File: src/rtl/pico_s2p_receiver_pkg.sv
// +--------------------------------------------------------------------------+
// | psec5_spi_pkg: shared constants, receiver state type, address check.     |
// | Rev 1.0                                                                  |
// +--------------------------------------------------------------------------+
`default_nettype none

package psec5_spi_pkg;

  localparam int unsigned NUM_REGS      = 59;
  localparam int unsigned RESERVED_ADDR = 0;
  localparam int unsigned BYTE_W        = 8;

  typedef enum logic [0:0] {
    S_ADDR = 1'b0,
    S_DATA = 1'b1
  } rx_state_t;

  // Address 0 is reserved; anything above the bank size has no register behind it.
  function automatic logic addr_is_valid(input logic [BYTE_W-1:0] addr,
                                         input int unsigned max_addr = NUM_REGS);
    return (32'(addr) != RESERVED_ADDR) && (32'(addr) <= max_addr);
  endfunction

endpackage

`default_nettype wire

File: src/rtl/pico_s2p_receiver_if.sv
// +--------------------------------------------------------------------------+
// | pico_s2p_receiver_if: serial input and register-bank write/address side. |
// | Rev 1.0                                                                  |
// +--------------------------------------------------------------------------+
`default_nettype none

interface pico_s2p_receiver_if #(
  parameter int unsigned BYTE_W = psec5_spi_pkg::BYTE_W
);

  logic              pico;
  logic [BYTE_W-1:0] addr_out;
  logic              addr_valid;
  logic [BYTE_W-1:0] wr_addr;
  logic [BYTE_W-1:0] wr_data;
  logic              wr_en;
  logic              addr_err;

  // Controller / environment side.
  modport master (
    output pico,
    input  addr_out,
    input  addr_valid,
    input  wr_addr,
    input  wr_data,
    input  wr_en,
    input  addr_err
  );

  // Receiver side.
  modport slave (
    input  pico,
    output addr_out,
    output addr_valid,
    output wr_addr,
    output wr_data,
    output wr_en,
    output addr_err
  );

endinterface

`default_nettype wire

File: src/rtl/pico_s2p_receiver_shift_register.sv
// +--------------------------------------------------------------------------+
// | s2p_shift_register: LSB-first serial shift-in with byte-complete flag.   |
// | Rev 1.0                                                                  |
// +--------------------------------------------------------------------------+
`default_nettype none

module s2p_shift_register #(
  parameter int unsigned BYTE_W = psec5_spi_pkg::BYTE_W
) (
  input  wire logic              sclk,
  input  wire logic              rstn,
  input  wire logic              pico,
  output logic      [BYTE_W-1:0] byte_out,
  output logic                   byte_done
);

  localparam int unsigned C_CNT_W = $clog2(BYTE_W);
  localparam logic [C_CNT_W-1:0] C_LAST_BIT = C_CNT_W'(BYTE_W - 1);

  logic [C_CNT_W-1:0] r_cnt;
  logic [BYTE_W-2:0]  r_shift;

  // Only BYTE_W-1 bits are stored: the final bit is taken straight from the
  // line so the assembled byte is usable on the edge that samples it.
  always_ff @(posedge sclk or negedge rstn) begin
    if (!rstn) begin
      r_cnt   <= '0;
      r_shift <= '0;
    end else begin
      r_shift <= {pico, r_shift[BYTE_W-2:1]};
      if (r_cnt == C_LAST_BIT) begin
        r_cnt <= '0;
      end else begin
        r_cnt <= r_cnt + 1'b1;
      end
    end
  end

  always_comb begin
    byte_out  = {pico, r_shift};
    byte_done = (r_cnt == C_LAST_BIT);
  end

endmodule

`default_nettype wire

File: src/rtl/pico_s2p_receiver.sv
// +--------------------------------------------------------------------------+
// | pico_s2p_receiver: PICO deserializer, address capture and burst writes.  |
// | Rev 1.0                                                                  |
// +--------------------------------------------------------------------------+
`default_nettype none

module pico_s2p_receiver #(
  parameter int unsigned NUM_REGS = psec5_spi_pkg::NUM_REGS,
  parameter int unsigned BYTE_W   = psec5_spi_pkg::BYTE_W
) (
  input  wire logic          sclk,
  input  wire logic          rstn,
  pico_s2p_receiver_if.slave bus
);

  import psec5_spi_pkg::rx_state_t;
  import psec5_spi_pkg::S_ADDR;
  import psec5_spi_pkg::S_DATA;
  import psec5_spi_pkg::addr_is_valid;

  localparam logic [BYTE_W-1:0] C_MAX_ADDR   = BYTE_W'(NUM_REGS);
  localparam logic [BYTE_W-1:0] C_FIRST_ADDR = BYTE_W'(1);

  rx_state_t         r_state;
  rx_state_t         w_state_nxt;
  logic [BYTE_W-1:0] r_addr;
  logic [BYTE_W-1:0] w_addr_nxt;
  logic              r_addr_valid;
  logic              w_addr_valid_nxt;
  logic              r_addr_err;
  logic              w_addr_err_nxt;
  logic              r_wr_en;
  logic              w_wr_en_nxt;
  logic [BYTE_W-1:0] r_wr_addr;
  logic [BYTE_W-1:0] w_wr_addr_nxt;
  logic [BYTE_W-1:0] r_wr_data;
  logic [BYTE_W-1:0] w_wr_data_nxt;

  logic [BYTE_W-1:0] w_byte;
  logic              w_byte_done;
  logic [BYTE_W-1:0] w_addr_inc;

  s2p_shift_register #(
    .BYTE_W (BYTE_W)
  ) u_shift (
    .sclk      (sclk),
    .rstn      (rstn),
    .pico      (bus.pico),
    .byte_out  (w_byte),
    .byte_done (w_byte_done)
  );

  // Burst increment skips the reserved address on wrap.
  always_comb begin
    if (r_addr >= C_MAX_ADDR) begin
      w_addr_inc = C_FIRST_ADDR;
    end else begin
      w_addr_inc = r_addr + C_FIRST_ADDR;
    end
  end

  always_comb begin
    w_state_nxt      = r_state;
    w_addr_nxt       = r_addr;
    w_addr_valid_nxt = r_addr_valid;
    w_addr_err_nxt   = r_addr_err;
    w_wr_en_nxt      = 1'b0;
    w_wr_addr_nxt    = r_wr_addr;
    w_wr_data_nxt    = r_wr_data;

    if (w_byte_done) begin
      case (r_state)
        S_ADDR: begin
          w_addr_nxt       = w_byte;
          w_addr_valid_nxt = 1'b1;
          w_addr_err_nxt   = r_addr_err | ~addr_is_valid(w_byte, NUM_REGS);
          w_state_nxt      = S_DATA;
        end
        S_DATA: begin
          // A bad address blocks every write until the next reset.
          if (!r_addr_err) begin
            w_wr_en_nxt   = 1'b1;
            w_wr_addr_nxt = r_addr;
            w_wr_data_nxt = w_byte;
            w_addr_nxt    = w_addr_inc;
          end
        end
        default: begin
          w_state_nxt = S_ADDR;
        end
      endcase
    end
  end

  always_ff @(posedge sclk or negedge rstn) begin
    if (!rstn) begin
      r_state      <= S_ADDR;
      r_addr       <= '0;
      r_addr_valid <= 1'b0;
      r_addr_err   <= 1'b0;
      r_wr_en      <= 1'b0;
      r_wr_addr    <= '0;
      r_wr_data    <= '0;
    end else begin
      r_state      <= w_state_nxt;
      r_addr       <= w_addr_nxt;
      r_addr_valid <= w_addr_valid_nxt;
      r_addr_err   <= w_addr_err_nxt;
      r_wr_en      <= w_wr_en_nxt;
      r_wr_addr    <= w_wr_addr_nxt;
      r_wr_data    <= w_wr_data_nxt;
    end
  end

  always_comb begin
    bus.addr_out   = r_addr;
    bus.addr_valid = r_addr_valid;
    bus.addr_err   = r_addr_err;
    bus.wr_en      = r_wr_en;
    bus.wr_addr    = r_wr_addr;
    bus.wr_data    = r_wr_data;
  end

endmodule

`default_nettype wire

File: src/flat_wrapper.sv
// flat-port wrapper written by rule: the top's interface ports become plain ports
module pico_s2p_receiver_flat import psec5_spi_pkg::rx_state_t; import psec5_spi_pkg::S_ADDR; import psec5_spi_pkg::S_DATA; import psec5_spi_pkg::addr_is_valid;
#(
  parameter int unsigned NUM_REGS = psec5_spi_pkg::NUM_REGS,
  parameter int unsigned BYTE_W   = psec5_spi_pkg::BYTE_W
)
  (sclk, rstn, bus_pico, bus_addr_out, bus_addr_valid, bus_wr_addr, bus_wr_data, bus_wr_en, bus_addr_err);
  pico_s2p_receiver_if #(.BYTE_W(BYTE_W)) bus_i ();
  input  wire logic sclk;
  input  wire logic rstn;
  input wire logic [$bits(bus_i.pico)-1:0] bus_pico;
  output wire logic [$bits(bus_i.addr_out)-1:0] bus_addr_out;
  output wire logic [$bits(bus_i.addr_valid)-1:0] bus_addr_valid;
  output wire logic [$bits(bus_i.wr_addr)-1:0] bus_wr_addr;
  output wire logic [$bits(bus_i.wr_data)-1:0] bus_wr_data;
  output wire logic [$bits(bus_i.wr_en)-1:0] bus_wr_en;
  output wire logic [$bits(bus_i.addr_err)-1:0] bus_addr_err;
  assign bus_i.pico = bus_pico;
  assign bus_addr_out = bus_i.addr_out;
  assign bus_addr_valid = bus_i.addr_valid;
  assign bus_wr_addr = bus_i.wr_addr;
  assign bus_wr_data = bus_i.wr_data;
  assign bus_wr_en = bus_i.wr_en;
  assign bus_addr_err = bus_i.addr_err;
  pico_s2p_receiver #(.NUM_REGS(NUM_REGS), .BYTE_W(BYTE_W)) u_core (.sclk(sclk), .rstn(rstn), .bus(bus_i));
endmodule
File: config.mk
export PLATFORM = sky130hd
export DESIGN_NAME = pico_s2p_receiver_flat
export DESIGN_NICKNAME = d
export VERILOG_FILES = /design/src/rtl/pico_s2p_receiver_pkg.sv /design/src/rtl/pico_s2p_receiver_if.sv /design/src/rtl/pico_s2p_receiver_shift_register.sv /design/src/rtl/pico_s2p_receiver.sv /design/src/flat_wrapper.sv
export SDC_FILE = /design/constraint.sdc
export NUM_CORES = 1
export LEC_CHECK = 0
export BUFFER_PORTS_ARGS = -buffer_cell sky130_fd_sc_hd__buf_4
export CAP_MARGIN = 15
export CORE_UTILIZATION = 29
export DETAILED_ROUTE_END_ITERATION = 6
export GPL_TIMING_DRIVEN = 0
export PLACE_DENSITY = 0.55
export REMOVE_ABC_BUFFERS = 1
export SYNTH_ARGS = -nofsm -noshare
export SYNTH_HDL_FRONTEND = slang
export SYNTH_SLANG_ARGS = --single-unit
File: constraint.sdc
create_clock -name sclk -period 1.95 [get_ports sclk]
set_clock_uncertainty 0.05 [all_clocks]
set_input_delay 0.0975 -clock sclk [delete_from_list [all_inputs] [get_ports sclk]]
set_output_delay 0.0975 -clock sclk [all_outputs]
set_load 0.005 [all_outputs]
==> flow_summary_export.csv <==
group,metric,value,unit
route,wirelength,2.862,mm
die,core_area,4848,um^2
logic_synthesis,synth_area,1501,um^2
placed_design,post-dp-hpwl,2.031,mm
route,drt-initial-drc-count,46,
critical_path,path_class,"register to register",
logic_synthesis,synth_cell_types,32,
sta,worst_slew_pin_slew,471.7,ps
die,std_cell_rows,25,
sta,finalHoldViolCount,0,
sta,worst_slack,179.3,ps
route,via_count,1030,
sta,finalSetupViolCount,0,
placed_design,pre_cts_ws,-156.2,ps
critical_path,crit_required,2100,ps
sta,rsz0062_at_grt,"no",
global_routing,grt_pass1_wl,5.023,mm
sta,fin_crit,1771,ps
logic_synthesis,yosysSeqAreaShare,63.33,%
clock_network,insertion_delay,280,ps
sta,slew_headroom,68.55,%
die,die-area,5469,um^2
critical_path,cpMaxStageDelayCell,"or4_1",
route,vias_per_cell,4.661,
die,start_util,30.97,%
critical_path,endpoint_kind,"register",
logic_synthesis,syn_avg_cell_area,13.06,um^2
clock_network,cts-root-buf,"clkbuf_8",
final_layout,layout.nets,160,
logic_synthesis,synth_seq_cells,38,
global_routing,antenna_found_initial,0,
final_layout,regArea,950.9,um^2
clock_network,clk_pin_slew,70,ps
final_layout,multi_input_area,513.0,um^2
clock_network,clockBufferDepth,2,
status,outcome,"finished clean",
critical_path,crit_arrival,1920,ps
final_layout,fillers,469,
clock_network,htree_levels,2,
hold_path,hp-class,"input port to async pin",
route,drt_pass1_iterations,4,
power_and_ir_drop,peakVddDrop,0.3656,mV
route,drc,0,
final_layout,antenna_cells,0,
critical_path,crit_top_cell,"ha_1",
die,ios,30,
final_layout,area_growth,27.42,%
critical_path,slowest_delay,550,ps
global_routing,grt_usage,12.30,%
die,chipHeight,73.96,um
sta,period_share,90.81,%
power_and_ir_drop,powerDensity,861.0,nW/um^2
route,ant_nets,0,
clock_network,cts_buffers,5,
final_layout,finish.utilization,39.46,%
critical_path,cp_cell_sequence,"ha_1 > ha_1 > nand2_2 > or4_1 > o211ai_1",
die,die_w,73.96,um
placed_design,io_buffers,29,
route,wl_per_cell,12.95,um
logic_synthesis,syn_inst,115,
logic_synthesis,yosysWarningCount,0,
power_and_ir_drop,p_leak,0.9123,nW
sta,finalMaxSlewViolations,0,
critical_path,cp-start-kind,"register",
clock_network,cts_tree,"built",
final_layout,layout-drive-gt1-share,38.31,%
global_routing,gr-total-overflow,0,
critical_path,crit_fanout,14,
clock_network,cts.sinks,38,
sta,fmax,0.5647,GHz
global_routing,grt_start_max_net_pins,39,
job,maxCapViolations,0,
placed_design,routabilityCongestion,0.7704,
global_routing,grt_pass1_vias,1031,
==> power by group <==
part / total, mW / internal, mW / switching, mW / leakage (nW)
clock: 0.487 / 0.239 / 0.247 / 0.0438
combinational: 0.233 / 0.141 / 0.0923 / 0.403
sequential: 0.927 / 0.861 / 0.0667 / 0.465
==> layout make-up <==
class | count | area share (%)
Clock buffer | 5 | 3.597
Clock inverter | 2 | 0.5232
Inverter | 5 | 0.9810
Multi-Input combinational cell | 69 | 26.81
Sequential cell | 38 | 49.71
Tap cell | 67 | 4.382
Timing Repair Buffer | 35 | 14.00
==> per-layer routing <==
layer  GRT usage [%]  part of all wire, %  up-vias
met5               0                    0        -
met4           4.487                 0.63        0
met3           4.065                  5.7        2
met2           17.68                   45       33
met1           17.34                   48      508
li1                -                    -      487
==> worst paths after layout <==
| check | from | to | slack, ps | cells past startpoint |
|---|---|---|---|---|
| setup / recovery | u_core.u_shift.r_cnt[0]$_DFF_PN0_ | u_core.bus.addr_out[5]$_DFFE_PN0P_ | 180 | 5 |
| hold / removal | rstn | u_core.bus.wr_data[7]$_DFFE_PN0P_ | 260 | 2 |
| setup reg to reg | u_core.u_shift.r_cnt[0]$_DFF_PN0_ | u_core.bus.addr_out[5]$_DFFE_PN0P_ | 180 | 5 |
| hold reg to reg | u_core.u_shift.r_cnt[0]$_DFF_PN0_ | u_core.u_shift.r_cnt[0]$_DFF_PN0_ | 380 | 1 |
| max in group asynchronous | rstn | u_core.bus.wr_addr[1]$_DFFE_PN0P_ | 1260 | 2 |
| min in group sclk | u_core.u_shift.r_cnt[0]$_DFF_PN0_ | u_core.u_shift.r_cnt[0]$_DFF_PN0_ | 380 | 1 |
==> critical path: cells and delay by family, from the launching register on <==
kind                     cells  cell delay, ps
adder cells (fa/ha/maj)      2             430
AO/OA/AOI/OAI                1             100
AND/OR/NAND/NOR              2             750
flip-flops                   1             350
==> synthesized netlist by cell type <==
library cell,n,area share (%)
a221o_1,2,1.3
nor2b_1,1,0.42
nand4_1,1,0.42
nand3_1,5,1.7
and4_2,1,0.67
o22ai_1,1,0.42
a21oi_1,2,0.67
a22o_1,1,0.58
a31oi_1,1,0.42
nor2_1,3,0.75
dfrtp_1,38,63
nand2_1,12,3.0
o211ai_1,1,0.50
nor3b_4,1,1.3
buf_2,2,0.67
and3_1,1,0.42
and2b_1,1,0.50
o21ai_0,4,1.3
inv_1,5,1.3
o2bb2ai_1,1,0.58
nor4_1,2,0.83
or2_2,2,0.83
or4_1,2,1.0
o21ai_2,1,0.58
nand3b_1,1,0.50
a21o_1,3,1.5
o311ai_0,1,0.58
ha_1,3,2.5
mux2_2,13,9.7
buf_6,1,0.75
a22oi_1,1,0.50
o21a_1,1,0.50
==> timing repair <==
action,CTS,global route
hold buffers,2,0
setup endpoints to repair,16,1
pin swaps,1,0
resized for setup,0,1
endpoints found under the hold margin,39,0
buffers inserted,4,0
==> cells in the final DEF (no fill, tap or decap), drive strengths merged <==
cell,instances
a22oi,1
clkinv,2
o211ai,1
nand3,5
dfrtp,38
nor2,3
clkbuf,5
a221o,2
inv,5
a21oi,2
mux2,13
a22o,1
nor4,2
nand3b,1
dlygate4sd3,2
nor3b,1
o22ai,1
a31oi,1
and3,1
ha,3
or2,2
nor2b,1
and4,1
nand2,12
o21a,1
a21o,3
or4,2
and2b,1
buf,33
o311ai,1
o2bb2ai,1
o21ai,5
nand4,1
==> state kept, by name, summed over array words and instances (netlist names) <==
name and flops:
u_core.bus.wr_en 1, u_core.bus.addr_valid 1, u_core.bus.wr_addr 8, u_core.u_shift.r_shift 7, u_core.u_shift.r_cnt 3, u_core.bus.addr_err 1, u_core.r_state 1, u_core.bus.addr_out 8
u_core.bus.wr_data 8
==> metrics by stage <==
step | hold slack (ps) | instances | instance area [um^2] | TNS, ps | power, mW
floorplan | -248.1 | 112 | 1480 | 0 | 1.024
finish | 263.2 | 221 | 1913 | 0 | 1.647
CTS | 273.6 | 221 | 1911 | 0 | 1.678
global placement | 36.32 | 208 | 1782 | -1441 | 1.168
global route | 290.2 | 221 | 1913 | 0 | 1.754
detailed placement | 45.25 | 208 | 1782 | -2005 | 1.174
==> kinds of logic (layout without fill, tap and decap cells) <==
| family | Yosys count | after routing | synth area share (%) |
|---|---|---|---|
| adder cells (fa/ha/maj) | 3 | 3 | 2.500 |
| multiplexers | 13 | 13 | 9.750 |
| AO/OA/AOI/OAI | 20 | 20 | 9.502 |
| AND/OR/NAND/NOR | 33 | 33 | 12.25 |
| flip-flops | 38 | 38 | 63.33 |
| buffers and inverters | 8 | 47 | 2.667 |
(Power assumes the default switching activity.)
